### src/rtl/payload_sched_defs.sv
// Shared definitions for the payload engine scheduler: FSM encodings,
// index-width derivation and default depth/drain settings.
// No ports; imported by payload_engine_sched and match_vec_encode.
package payload_sched_defs;

  typedef enum logic [2:0] {
    ST_CLEAR  = 3'd0,
    ST_IDLE   = 3'd1,
    ST_SCAN   = 3'd2,
    ST_DRAIN  = 3'd3,
    ST_REPORT = 3'd4
  } sched_state_t;

  localparam int DEF_MAX_DEPTH    = 1500;
  localparam int DEF_DRAIN_CYCLES = 2;

  // Width of an engine index; a single engine still gets a 1-bit field.
  function automatic int id_width(input int n);
    return (n > 1) ? $clog2(n) : 1;
  endfunction

endpackage

### src/rtl/match_vec_encode.sv
// Reduces an engine match vector to hit flag, lowest set index and popcount.
// Ports: i_vec (match vector) -> o_hit, o_id (lowest set bit, 0 if none),
//        o_count (number of set bits). Purely combinational.
module match_vec_encode
  import payload_sched_defs::*;
#(
  parameter  int NUM_ENGINES = 32,
  localparam int ID_W        = id_width(NUM_ENGINES)
) (
  input  logic [NUM_ENGINES-1:0] i_vec,
  output logic                   o_hit,
  output logic [ID_W-1:0]        o_id,
  output logic [ID_W:0]          o_count
);

  always_comb begin
    o_hit   = 1'b0;
    o_id    = '0;
    o_count = '0;
    // Walk from the top down so the last write is the lowest set index.
    for (int i = NUM_ENGINES - 1; i >= 0; i--) begin
      if (i_vec[i]) begin
        o_hit = 1'b1;
        o_id  = ID_W'(i);
      end
    end
    for (int i = 0; i < NUM_ENGINES; i++) begin
      o_count = o_count + {{ID_W{1'b0}}, i_vec[i]};
    end
  end

endmodule

### src/rtl/payload_engine_sched.sv
// Feeds packet payload bytes to a bank of shared-decoder match engines,
// clears them between packets, drains the pipeline, then reports the result.
// Ports: s_* byte stream in (valid/ready), char_out/eng_en/eng_sod to the
//        engines, eng_match sticky vector in, res_* result out (valid/ready).
module payload_engine_sched
  import payload_sched_defs::*;
#(
  parameter  int NUM_ENGINES  = 32,
  parameter  int MAX_DEPTH    = DEF_MAX_DEPTH,
  parameter  int LEN_W        = 16,
  parameter  int DRAIN_CYCLES = DEF_DRAIN_CYCLES,
  localparam int ID_W         = id_width(NUM_ENGINES)
) (
  input  logic                   clk,
  input  logic                   rst,
  input  logic [7:0]             s_data,
  input  logic                   s_valid,
  input  logic                   s_sop,
  input  logic                   s_eop,
  output logic                   s_ready,
  output logic [7:0]             char_out,
  output logic                   eng_en,
  output logic                   eng_sod,
  input  logic [NUM_ENGINES-1:0] eng_match,
  output logic                   res_valid,
  input  logic                   res_ready,
  output logic                   res_hit,
  output logic [ID_W-1:0]        res_id,
  output logic [ID_W:0]          res_count,
  output logic [LEN_W-1:0]       res_len,
  output logic                   res_err
);

  localparam int              DC_W       = (DRAIN_CYCLES > 1) ? $clog2(DRAIN_CYCLES) : 1;
  localparam logic [DC_W-1:0] DRAIN_LAST = DC_W'(DRAIN_CYCLES - 1);
  localparam logic [LEN_W:0]  DEPTH_L    = (LEN_W + 1)'(MAX_DEPTH);
  localparam logic [LEN_W-1:0] LEN_MAX   = '1;

  sched_state_t     r_state, w_state_nxt;
  logic [7:0]       r_char, w_char_nxt;
  logic             r_en, w_en_nxt;
  logic             r_sod;
  logic             r_s_ready;
  logic [LEN_W-1:0] r_len, w_len_nxt;
  logic             r_err, w_err_nxt;
  logic [DC_W-1:0]  r_dcnt, w_dcnt_nxt;
  logic             w_capture;
  logic             w_accept;

  logic             r_res_valid;
  logic             r_res_hit;
  logic [ID_W-1:0]  r_res_id;
  logic [ID_W:0]    r_res_count;
  logic [LEN_W-1:0] r_res_len;
  logic             r_res_err;

  logic             w_enc_hit;
  logic [ID_W-1:0]  w_enc_id;
  logic [ID_W:0]    w_enc_count;

  assign w_accept = s_valid & r_s_ready;

  match_vec_encode #(
    .NUM_ENGINES (NUM_ENGINES)
  ) u_encode (
    .i_vec   (eng_match),
    .o_hit   (w_enc_hit),
    .o_id    (w_enc_id),
    .o_count (w_enc_count)
  );

  always_comb begin
    w_state_nxt = r_state;
    w_char_nxt  = r_char;
    w_en_nxt    = 1'b0;
    w_len_nxt   = r_len;
    w_err_nxt   = r_err;
    w_dcnt_nxt  = r_dcnt;
    w_capture   = 1'b0;
    case (r_state)
      ST_CLEAR: begin
        w_state_nxt = ST_IDLE;
      end
      ST_IDLE: begin
        // Beats without sop are swallowed so a mid-packet start resyncs.
        if (w_accept && s_sop) begin
          w_char_nxt  = s_data;
          w_en_nxt    = 1'b1;
          w_len_nxt   = LEN_W'(1);
          w_err_nxt   = 1'b0;
          w_dcnt_nxt  = '0;
          w_state_nxt = s_eop ? ST_DRAIN : ST_SCAN;
        end
      end
      ST_SCAN: begin
        if (w_accept) begin
          w_char_nxt = s_data;
          w_len_nxt  = (r_len == LEN_MAX) ? r_len : r_len + LEN_W'(1);
          // Bytes past the scan depth are consumed but never shown to engines.
          w_en_nxt   = ({1'b0, r_len} < DEPTH_L);
          if (s_sop) begin
            w_err_nxt = 1'b1;
          end
          if (s_eop) begin
            w_dcnt_nxt  = '0;
            w_state_nxt = ST_DRAIN;
          end
        end
      end
      ST_DRAIN: begin
        // The first drain cycle carries the final eng_en pulse, so the
        // last count lands DRAIN_CYCLES after it.
        if (r_dcnt == DRAIN_LAST) begin
          w_capture   = 1'b1;
          w_state_nxt = ST_REPORT;
        end else begin
          w_dcnt_nxt = r_dcnt + DC_W'(1);
        end
      end
      ST_REPORT: begin
        if (res_ready) begin
          w_state_nxt = ST_CLEAR;
        end
      end
      default: begin
        w_state_nxt = ST_CLEAR;
      end
    endcase
  end

  always_ff @(posedge clk) begin
    if (rst) begin
      r_state     <= ST_CLEAR;
      r_char      <= '0;
      r_en        <= 1'b0;
      r_sod       <= 1'b1;
      r_s_ready   <= 1'b0;
      r_len       <= '0;
      r_err       <= 1'b0;
      r_dcnt      <= '0;
      r_res_valid <= 1'b0;
      r_res_hit   <= 1'b0;
      r_res_id    <= '0;
      r_res_count <= '0;
      r_res_len   <= '0;
      r_res_err   <= 1'b0;
    end else begin
      r_state     <= w_state_nxt;
      r_char      <= w_char_nxt;
      r_en        <= w_en_nxt;
      r_len       <= w_len_nxt;
      r_err       <= w_err_nxt;
      r_dcnt      <= w_dcnt_nxt;
      // Status outputs are decoded from the next state so they line up
      // with the state register without a combinational path.
      r_sod       <= (w_state_nxt == ST_CLEAR);
      r_s_ready   <= (w_state_nxt == ST_IDLE) || (w_state_nxt == ST_SCAN);
      r_res_valid <= (w_state_nxt == ST_REPORT);
      if (w_capture) begin
        r_res_hit   <= w_enc_hit;
        r_res_id    <= w_enc_id;
        r_res_count <= w_enc_count;
        r_res_len   <= r_len;
        r_res_err   <= r_err;
      end
    end
  end

  assign s_ready   = r_s_ready;
  assign char_out  = r_char;
  assign eng_en    = r_en;
  assign eng_sod   = r_sod;
  assign res_valid = r_res_valid;
  assign res_hit   = r_res_hit;
  assign res_id    = r_res_id;
  assign res_count = r_res_count;
  assign res_len   = r_res_len;
  assign res_err   = r_res_err;

endmodule

### config.mk
export PLATFORM = sky130hd
export DESIGN_NAME = payload_engine_sched
export DESIGN_NICKNAME = d
export VERILOG_FILES = /design/src/rtl/payload_sched_defs.sv /design/src/rtl/match_vec_encode.sv /design/src/rtl/payload_engine_sched.sv
export SDC_FILE = /design/constraint.sdc
export NUM_CORES = 1
export LEC_CHECK = 0
export CORE_ASPECT_RATIO = 1.25
export CORE_MARGIN = 3
export CORE_UTILIZATION = 34
export CTS_CLUSTER_DIAMETER = 100
export DETAILED_ROUTE_END_ITERATION = 8
export GPL_TIMING_DRIVEN = 0
export HOLD_SLACK_MARGIN = 0.15
export PLACE_DENSITY = 0.55
export SLEW_MARGIN = 30
export SYNTH_ARGS = -nofsm -noshare
export SYNTH_HDL_FRONTEND = slang
export SYNTH_SLANG_ARGS = --single-unit
### constraint.sdc
create_clock -name clk -period 16.8 [get_ports clk]
set_input_delay 3.36 -clock clk [delete_from_list [all_inputs] [get_ports clk]]
set_output_delay 3.36 -clock clk [all_outputs]
set_load 0.05 [all_outputs]
== Yosys cells after proc, flatten, opt, wreduce, memory -nomap -nowiden ==
Cells that the tools add are included.
W data, S select, Z words.

* Word-level logic and storage cells: 163
* Output and inout bits: 41
* Register bits after elaboration: 62
* Bits of input ports: 46

* Multiplexer cells: 91
* Order comparisons: 1
* Bitwise operators: 1
* Reduce and logical (&&, ||, !) cells: 10
* Add/sub/neg operators: 33
* Equality and inequality tests: 13

{| class="wikitable"
|+ Operators with widths
! operator !! number
|-
| $add A6 B1 Y6 || 30
|-
| $mux W5 || 32
|-
| $mux W16 || 3
|-
| $mux W1 || 43
|-
| $pmux W16 S2 || 1
|-
| $add A16 B1 Y16 const B || 1
|-
| $eq A16 B16 Y1 const B || 1
|-
| $lt A16 B11 Y1 const B || 1
|-
| $mux W8 || 2
|-
| $pmux W8 S2 || 1
|-
| $mux W3 || 5
|-
| $pmux W3 S5 || 1
|-
| $reduce_and A4 Y1 || 3
|-
| $ne A2 B2 Y1 const B || 5
|-
| $eq A3 B2 Y1 const B || 3
|-
| $eq A3 B1 Y1 const B || 2
|-
| $eq A3 B3 Y1 const B || 2
|-
| $logic_not A3 Y1 || 2
|-
| $pmux W1 S2 || 2
|-
| $pmux W1 S3 || 1
|-
| $reduce_and A3 Y1 || 1
|-
| $reduce_bool A3 Y1 || 1
|-
| $add A1 B1 Y2 || 1
|-
| $reduce_bool A2 Y1 || 1
|-
| other kinds (4) || 4
|}

== Longest topological paths before layout ==
Gate-level depths: netlist (run 1).

* Depth after elaboration: 32
* Depth in mapped cells: 17
* Gate-level depth less buffers: 17

== By module ==
A second synthesis (run 1) with hierarchy kept.

* Cells, all modules: 433
* Area total of the unflattened synthesis: 3634.7 um^2

{| class="wikitable"
|+ By module, submodules not included
! module !! cells each !! times used !! area each (um^2)
|-
| payload_engine_sched || 308 || 1 || 2553.7
|-
| match_vec_encode || 125 || 1 || 1081.0
|}

== Worst setup path after synthesis (run 1) ==
No wires, ideal clock.

* Kind: in2reg
* Start point: input eng_match[0]
* End point: register r_res_count[4] (netlist: res_count[4])
* Data arrival time: 7.980 ns
* Cell stages on the path: 16
* Path slack: 8.750 ns
* Required time: 16.730 ns
* Path through: ha_1 -> inv_1 -> fa_1 -> fa_1 -> fa_1 -> fa_1 -> fa_1 -> fa_1 -> inv_1 -> fa_1 -> fa_1 -> a21o_1 -> a21oi_1 -> xnor2_1 -> nand2_1 -> a21oi_1

* Word-level cells in the longest chain between the ends: 31

{| class="wikitable"
|+ RTL lines
! item !! line !! RTL
|-
| start, declared || payload_engine_sched.sv:24 || <nowiki>input logic [NUM_ENGINES-1:0] eng_match,</nowiki>
|-
| $add A1 B1 Y2 || match_vec_encode.sv:28 || <nowiki>o_count = o_count + {{ID_W{1'b0}}, i_vec[i]};</nowiki>
|-
| $add A6 B1 Y6 (30 in series) || match_vec_encode.sv:28 ||
|-
| end signal, assigned || payload_engine_sched.sv:162 || <nowiki>r_res_count <= w_enc_count;</nowiki>
|-
| end, declared || payload_engine_sched.sv:53 || <nowiki>logic [ID_W:0] r_res_count;</nowiki>
|}

No other way between the ends.
A chain may end at the register's enable or synchronous reset.

== Worst setup path in the final report (run 1) ==
Ends and elaborated chain as after synthesis.

==> results of run 1 <==
layout make-up:
type / count / area share [%]
Buffer: 18 / 1.74
Clock buffer: 12 / 5.03
Clock inverter: 4 / 0.883
Inverter: 44 / 3.24
Multi-Input combinational cell: 328 / 44.7
Sequential cell: 62 / 24.3
Tap cell: 132 / 3.24
Timing Repair Buffer: 86 / 16.9
sequential cells by signal, indices dropped and copies added, names as in the netlist, 3 cells and up:
register   flops
r_len         16
res_len       16
char_out       8
res_count      6
res_id         5
r_state        3
worst paths after layout:
path / depth (start not counted) / endpoint / start / slack (ps)
worst max-delay path: 17 / res_count[4] / eng_match[0] / 8260
worst min-delay path: 2 / res_len[9] / res_len[9] / 450
worst max register to register: 5 / r_len[14] / r_len[3] / 14920
worst min register to register: 2 / res_len[9] / res_len[9] / 450
where the power goes:
| part | switching [mW] | total (mW) | internal [mW] |
|---|---|---|---|
| combinational | 0.118 | 0.234 | 0.116 |
| sequential | 0.000991 | 0.150 | 0.149 |
| clock | 0.0639 | 0.186 | 0.122 |
synth_stat cells, types with 3 or more instances:
cell type,number,share of area (%)
nor4_1,8,1.3
and2_1,3,0.50
and4_1,3,0.70
a21oi_1,57,7.6
or3_1,10,1.7
clkbuf_1,10,0.99
o21ai_1,6,0.80
dfxtp_1,62,33
fa_1,24,13
a211oi_1,4,0.80
buf_2,5,0.66
inv_1,43,4.3
or4_1,3,0.60
nand2_1,73,7.3
o21ai_0,10,1.3
o31ai_1,5,0.99
nand2b_1,4,0.66
and3_1,4,0.66
xnor2_1,5,1.2
nor2_1,33,3.3
nand3_1,10,1.3
nor3_1,5,0.66
ha_1,9,3.0
a21o_1,3,0.60
nor2b_1,6,0.99
o211ai_1,3,0.60
cells by family (layout without fill, tap and decap cells):
family | Yosys count | in the layout | share of synthesized area [%]
fa+ha+maj | 33 | 33 | 15.7
compound gates | 109 | 109 | 18.1
flops | 62 | 62 | 32.9
buf+inv | 62 | 164 | 6.73
simple gates | 177 | 177 | 24.4
xor+xnor | 7 | 7 | 1.62
mux | 2 | 2 | 0.563
metrics by stage:
step	instance area (um^2)	power, mW
5_1_grt	5100	0.619
3_3_place_gp	4800	0.383
6_report	5100	0.569
4_1_cts	5100	0.581
2_1_floorplan	3780	0.337
3_5_place_dp	4800	0.393
routing by layer:
layer / vias up / wire length, um
met4: 0 / 215
met2: 88 / 5980
met1: 1687 / 4140
li1: 1747 / -
met3: 13 / 458
met5: - / 0
tightest hold or removal path: stages (launching register included):
cell and delay [ps]:
dfxtp_1 300, nand2_1 50, a21oi_1 50
==> flow_summary.json, run 1 <==
{
  "status": "complete, no violations",
  "totalWireLength_um": 10800,
  "clockBufferDepth": 2,
  "vias_per_cell": 5.15,
  "grt_overflow": 0,
  "dp.cells": 670,
  "path_clk_slew_ps": 50,
  "place_hpwl_um": 8790,
  "multiInputGateArea_mm2": 0.00228,
  "antenna_found_initial": 0,
  "use_met2_pct": 34.8,
  "cts_resized": 0,
  "peakVddDrop_uv": 102,
  "maxCapViolCount": 0,
  "post-cts-setup-buffers": 0,
  "required_ps": 17060,
  "die_h_um": 124,
  "seqCellArea_mm2": 0.00124,
  "synth_cell_types": 61,
  "critPathTopFamily": "adder cells",
  "synth_area_mm2": 0.00378,
  "htreeDepth": 3,
  "pre_cts_ws_ps": 7860,
  "synth_edf_count": 0,
  "slowest_stage": "clkdlybuf4s50_1",
  "crit_chain": "clkdlybuf4s50_1 > ha_1 > inv_1 > fa_1 > fa_1 > fa_1 > fa_1 > fa_1 > fa_1 > inv_1 > fa_1 > fa_1 > a21o_1 > a21oi_1 > xnor2_1 > nand2_1 > a21oi_1",
  "rows": 42,
  "setup_viol": 0,
  "setup_tns_ps": 0,
  "skew_ps": 4.77,
  "cp_data_arrival_time_ps": 8800,
  "ys_ff_latch": 62,
  "grt_pass1_wl_um": 17400,
  "busiest_layer": "met2",
  "ys.flop_type": "dfxtp_1",
  "drt-pass1-iter-count": 4,
  "grt_max_degree": 11,
  "areaGrowthSynthToFinish_pct": 35.2,
  "mostFrequentLayoutCells": "clkdlybuf4s50_1 (86), nand2_1 (73), dfxtp_1 (62)",
  "globalRouteMet3Util_pct": 3.98,
  "period_needed_ps": 8540,
  "grt_pass1_vias": 3624,
  "routedWlPerCell_um": 15.7,
  "fin_nets": 628,
  "power_per_cell_area_mw_per_mm2": 112,
  "clock_latency_ps": 330,
  "antenna_left": 0,
  "cts_tree": "done",
  "ctsHoldBuffers": 0,
  "slew_violations": 0,
  "hold_ws_ps": 451,
  "n_antenna_cell": 0,
  "synthArstFlopShare_pct": 0,
  "initialDrtViolationCount": 172,
  "drive_above_1_share_pct": 6.50,
  "fillCellCount": 1113,
  "post-route-period-util_pct": 50.8,
  "track_usage_pct": 18.2,
  "rsz0062_at_grt": "false",
  "worst_pin_slew_ps": 662,
  "crit_fanout": 4,
  "cts.sink_count": 62,
  "grt_use_met1_pct": 19.4,
  "gp_congestion": 0.902,
  "syn_avg_cell_area_um2": 8.35,
  "start_util_pct": 35.2,
  "path_common_cell": "fa_1",
  "num_vias": 3535,
  "end_kind": "flop",
  "io_pins": 87,
  "fin_ws_ps": 8260,
  "syn_nets": 531,
  "max_slew_margin_pct": 55.9,
  "core_mm2": 0.0107,
  "netlist_instances": 452,
  "cts_buffers": 9,
  "hold_viol": 0,
  "fin_cells": 686,
  "ys_warn_count": 0,
  "drc_errors": 0,
  "layout_commonest_cell": "clkdlybuf4s50_1",
  "fp.dieW_um": 100,
  "slowest_delay_ps": 610,
  "cp.buffers_inverters": 3,
  "die-area_mm2": 0.0124,
  "start_kind": "primary input",
  "yosysSeqAreaShare_pct": 32.9,
  "holdCritPathClass": "reg2reg",
  "path_class": "in2reg",
  "port_buffers": 86,
  "postLayoutCoreUtil_pct": 47.6,
  "fmax_ghz": 0.117,
  "cts-root-buf": "clkbuf_16",
  "p_leak_nw": 1.91
}
(Power assumes the default switching activity.)
==> run 2, diff against run 1 <==
--- a/config.mk
+++ b/config.mk
@@ -12,7 +12,7 @@
 export DETAILED_ROUTE_END_ITERATION = 8
 export GPL_TIMING_DRIVEN = 0
 export HOLD_SLACK_MARGIN = 0.15
-export PLACE_DENSITY = 0.55
+export PLACE_DENSITY = 0.57
 export SLEW_MARGIN = 30
 export SYNTH_ARGS = -nofsm -noshare
 export SYNTH_HDL_FRONTEND = slang
==> constraint.sdc (replaced) <==
create_clock -name clk -period 7.74 [get_ports clk]
set_input_delay 1.548 -clock clk [delete_from_list [all_inputs] [get_ports clk]]
set_output_delay 1.548 -clock clk [all_outputs]
set_load 0.05 [all_outputs]
==> flow_summary.json, run 2 (synthesized netlist as in run 1, its figures left out) <==
{
  "postPlaceCellArea_mm2": 0.00480,
  "cts_resized": 0,
  "setup_tns_ps": 0,
  "period_needed_ps": 6690,
  "path_clk_slew_ps": 50,
  "fp.dieW_um": 100,
  "power_mw": 1.23,
  "maxCapViolCount": 0,
  "path_class": "in2reg",
  "slew_violations": 0,
  "start_kind": "primary input",
  "grt_pass1_wl_um": 17000,
  "cts_buffers": 9,
  "n_antenna_cell": 0,
  "cp_data_arrival_time_ps": 6950,
  "worst_pin_slew_ps": 648,
  "r2r_slack_ps": 5870,
  "drc_errors": 0,
  "required_ps": 8000,
  "whs_path_depth": 2,
  "fin_cells": 686,
  "io_pins": 87,
  "reg2reg_to": "res_len[3]",
  "mostFrequentLayoutCells": "clkdlybuf4s50_1 (86), nand2_1 (73), dfxtp_1 (62)",
  "die-area_mm2": 0.0124,
  "p_leak_nw": 1.91,
  "setup_viol": 0,
  "rsz0062_at_grt": "false",
  "num_vias": 3449,
  "cts_tree": "done",
  "clock_latency_ps": 330,
  "holdCritPathClass": "reg2reg",
  "hold_end": "res_len[11]",
  "crit_fanout": 4,
  "port_buffers": 86,
  "worstReg2RegStart": "r_state[0]",
  "status": "complete, no violations",
  "skew_ps": 7.74,
  "vias_per_cell": 5.03,
  "place_hpwl_um": 8530,
  "hold_viol": 0,
  "p_clk_share_pct": 32.7,
  "min-delay-start": "res_len[11]",
  "power_frac_comb_pct": 40.8,
  "antenna_found_initial": 0,
  "max_slew_margin_pct": 56.8,
  "peakVddDrop_uv": 196,
  "dp.cells": 670,
  "antenna_left": 0,
  "cts.sink_count": 62,
  "track_usage_pct": 17.8,
  "fin_ws_ps": 1050,
  "stdcell_area_mm2": 0.00510,
  "rows": 42,
  "htreeDepth": 3,
  "fillCellCount": 1113,
  "grt_pass1_vias": 3497,
  "pre_cts_ws_ps": 680,
  "areaGrowthSynthToFinish_pct": 35.2,
  "swShare_pct": 31.8,
  "power_per_cell_area_mw_per_mm2": 241,
  "post-route-period-util_pct": 86.5,
  "drt-pass1-iter-count": 4,
  "grt_overflow": 0,
  "post-cts-setup-buffers": 0,
  "clockBufferDepth": 2,
  "routedWlPerCell_um": 15.4,
  "layout_commonest_cell": "clkdlybuf4s50_1",
  "initialDrtViolationCount": 110,
  "totalWireLength_um": 10500,
  "p_seq_share_pct": 26.4,
  "grt_max_degree": 11,
  "drive_above_1_share_pct": 6.50,
  "core_mm2": 0.0107,
  "switchingPower_uw": 390,
  "r2r_cells": 6,
  "ctsHoldBuffers": 0,
  "gp_congestion": 0.883,
  "fin_nets": 628,
  "end_kind": "flop",
  "die_h_um": 124,
  "cts-root-buf": "clkbuf_16",
  "intPower_uw": 837,
  "fmax_ghz": 0.149,
  "start_util_pct": 35.2
}
run 2: power groups by stage:
stage	sequential (mW)	clock (mW)	combinational, mW
after floorplan	0.337	0	0.394
after global placement	0.331	0	0.497
after detailed placement	0.331	0	0.513
after CTS	0.324	0.413	0.515
after global routing	0.324	0.424	0.582
final	0.324	0.402	0.501
run 2: stage by stage:
step                utilization (%)  hold WS, ps
floorplan                         -          445
global placement               44.8          443
detailed placement             44.8          446
CTS                            47.6          453
global route                   47.6          467
finish                         47.6          451
run 2: worst max-delay path by stage:
stage	start	to	depth (start not counted)
floorplan	eng_match[0]	res_count[4]	16
global placement	eng_match[0]	res_count[4]	17
detailed placement	eng_match[0]	res_count[4]	17
CTS	eng_match[0]	res_count[4]	17
global route	eng_match[0]	res_count[4]	17
finish	eng_match[0]	res_count[4]	17
run 2: layout make-up:
type                            count  area, um^2  area share [%]
Sequential cell                    62        1240            24.3
Tap cell                          132         165            3.24
Clock inverter                      4        45.0           0.883
Buffer                             18        88.8            1.74
Inverter                           44         165            3.24
Multi-Input combinational cell    328        2280            44.7
Clock buffer                       12         256            5.03
Timing Repair Buffer               86         861            16.9
run 2: routing by layer:
metal | vias to the layer above | wire length, um | track usage (%)
li1 | 1742 | - | -
met1 | 1615 | 4060 | 19.3
met2 | 80 | 5840 | 33.6
met3 | 12 | 398 | 3.19
met4 | 0 | 242 | 7.50
met5 | - | 0 | 0
run 2: worst max-delay path, cell delays in order:
cell,delay [ps]
clkdlybuf4s50_1,630
ha_1,280
inv_1,70
fa_1,420
fa_1,540
fa_1,440
fa_1,540
fa_1,440
fa_1,490
inv_1,50
fa_1,410
fa_1,420
a21o_1,170
a21oi_1,170
xnor2_1,130
nand2_1,60
a21oi_1,130
==> run 3, diff against run 2 <==
--- a/config.mk
+++ b/config.mk
@@ -13,6 +13,7 @@
 export GPL_TIMING_DRIVEN = 0
 export HOLD_SLACK_MARGIN = 0.15
 export PLACE_DENSITY = 0.57
+export SKIP_CTS_REPAIR_TIMING = 1
 export SLEW_MARGIN = 30
 export SYNTH_ARGS = -nofsm -noshare
 export SYNTH_HDL_FRONTEND = slang
==> results of run 3 <==
Same layout as run 2: the final DEF is identical, and so are final timing and power.
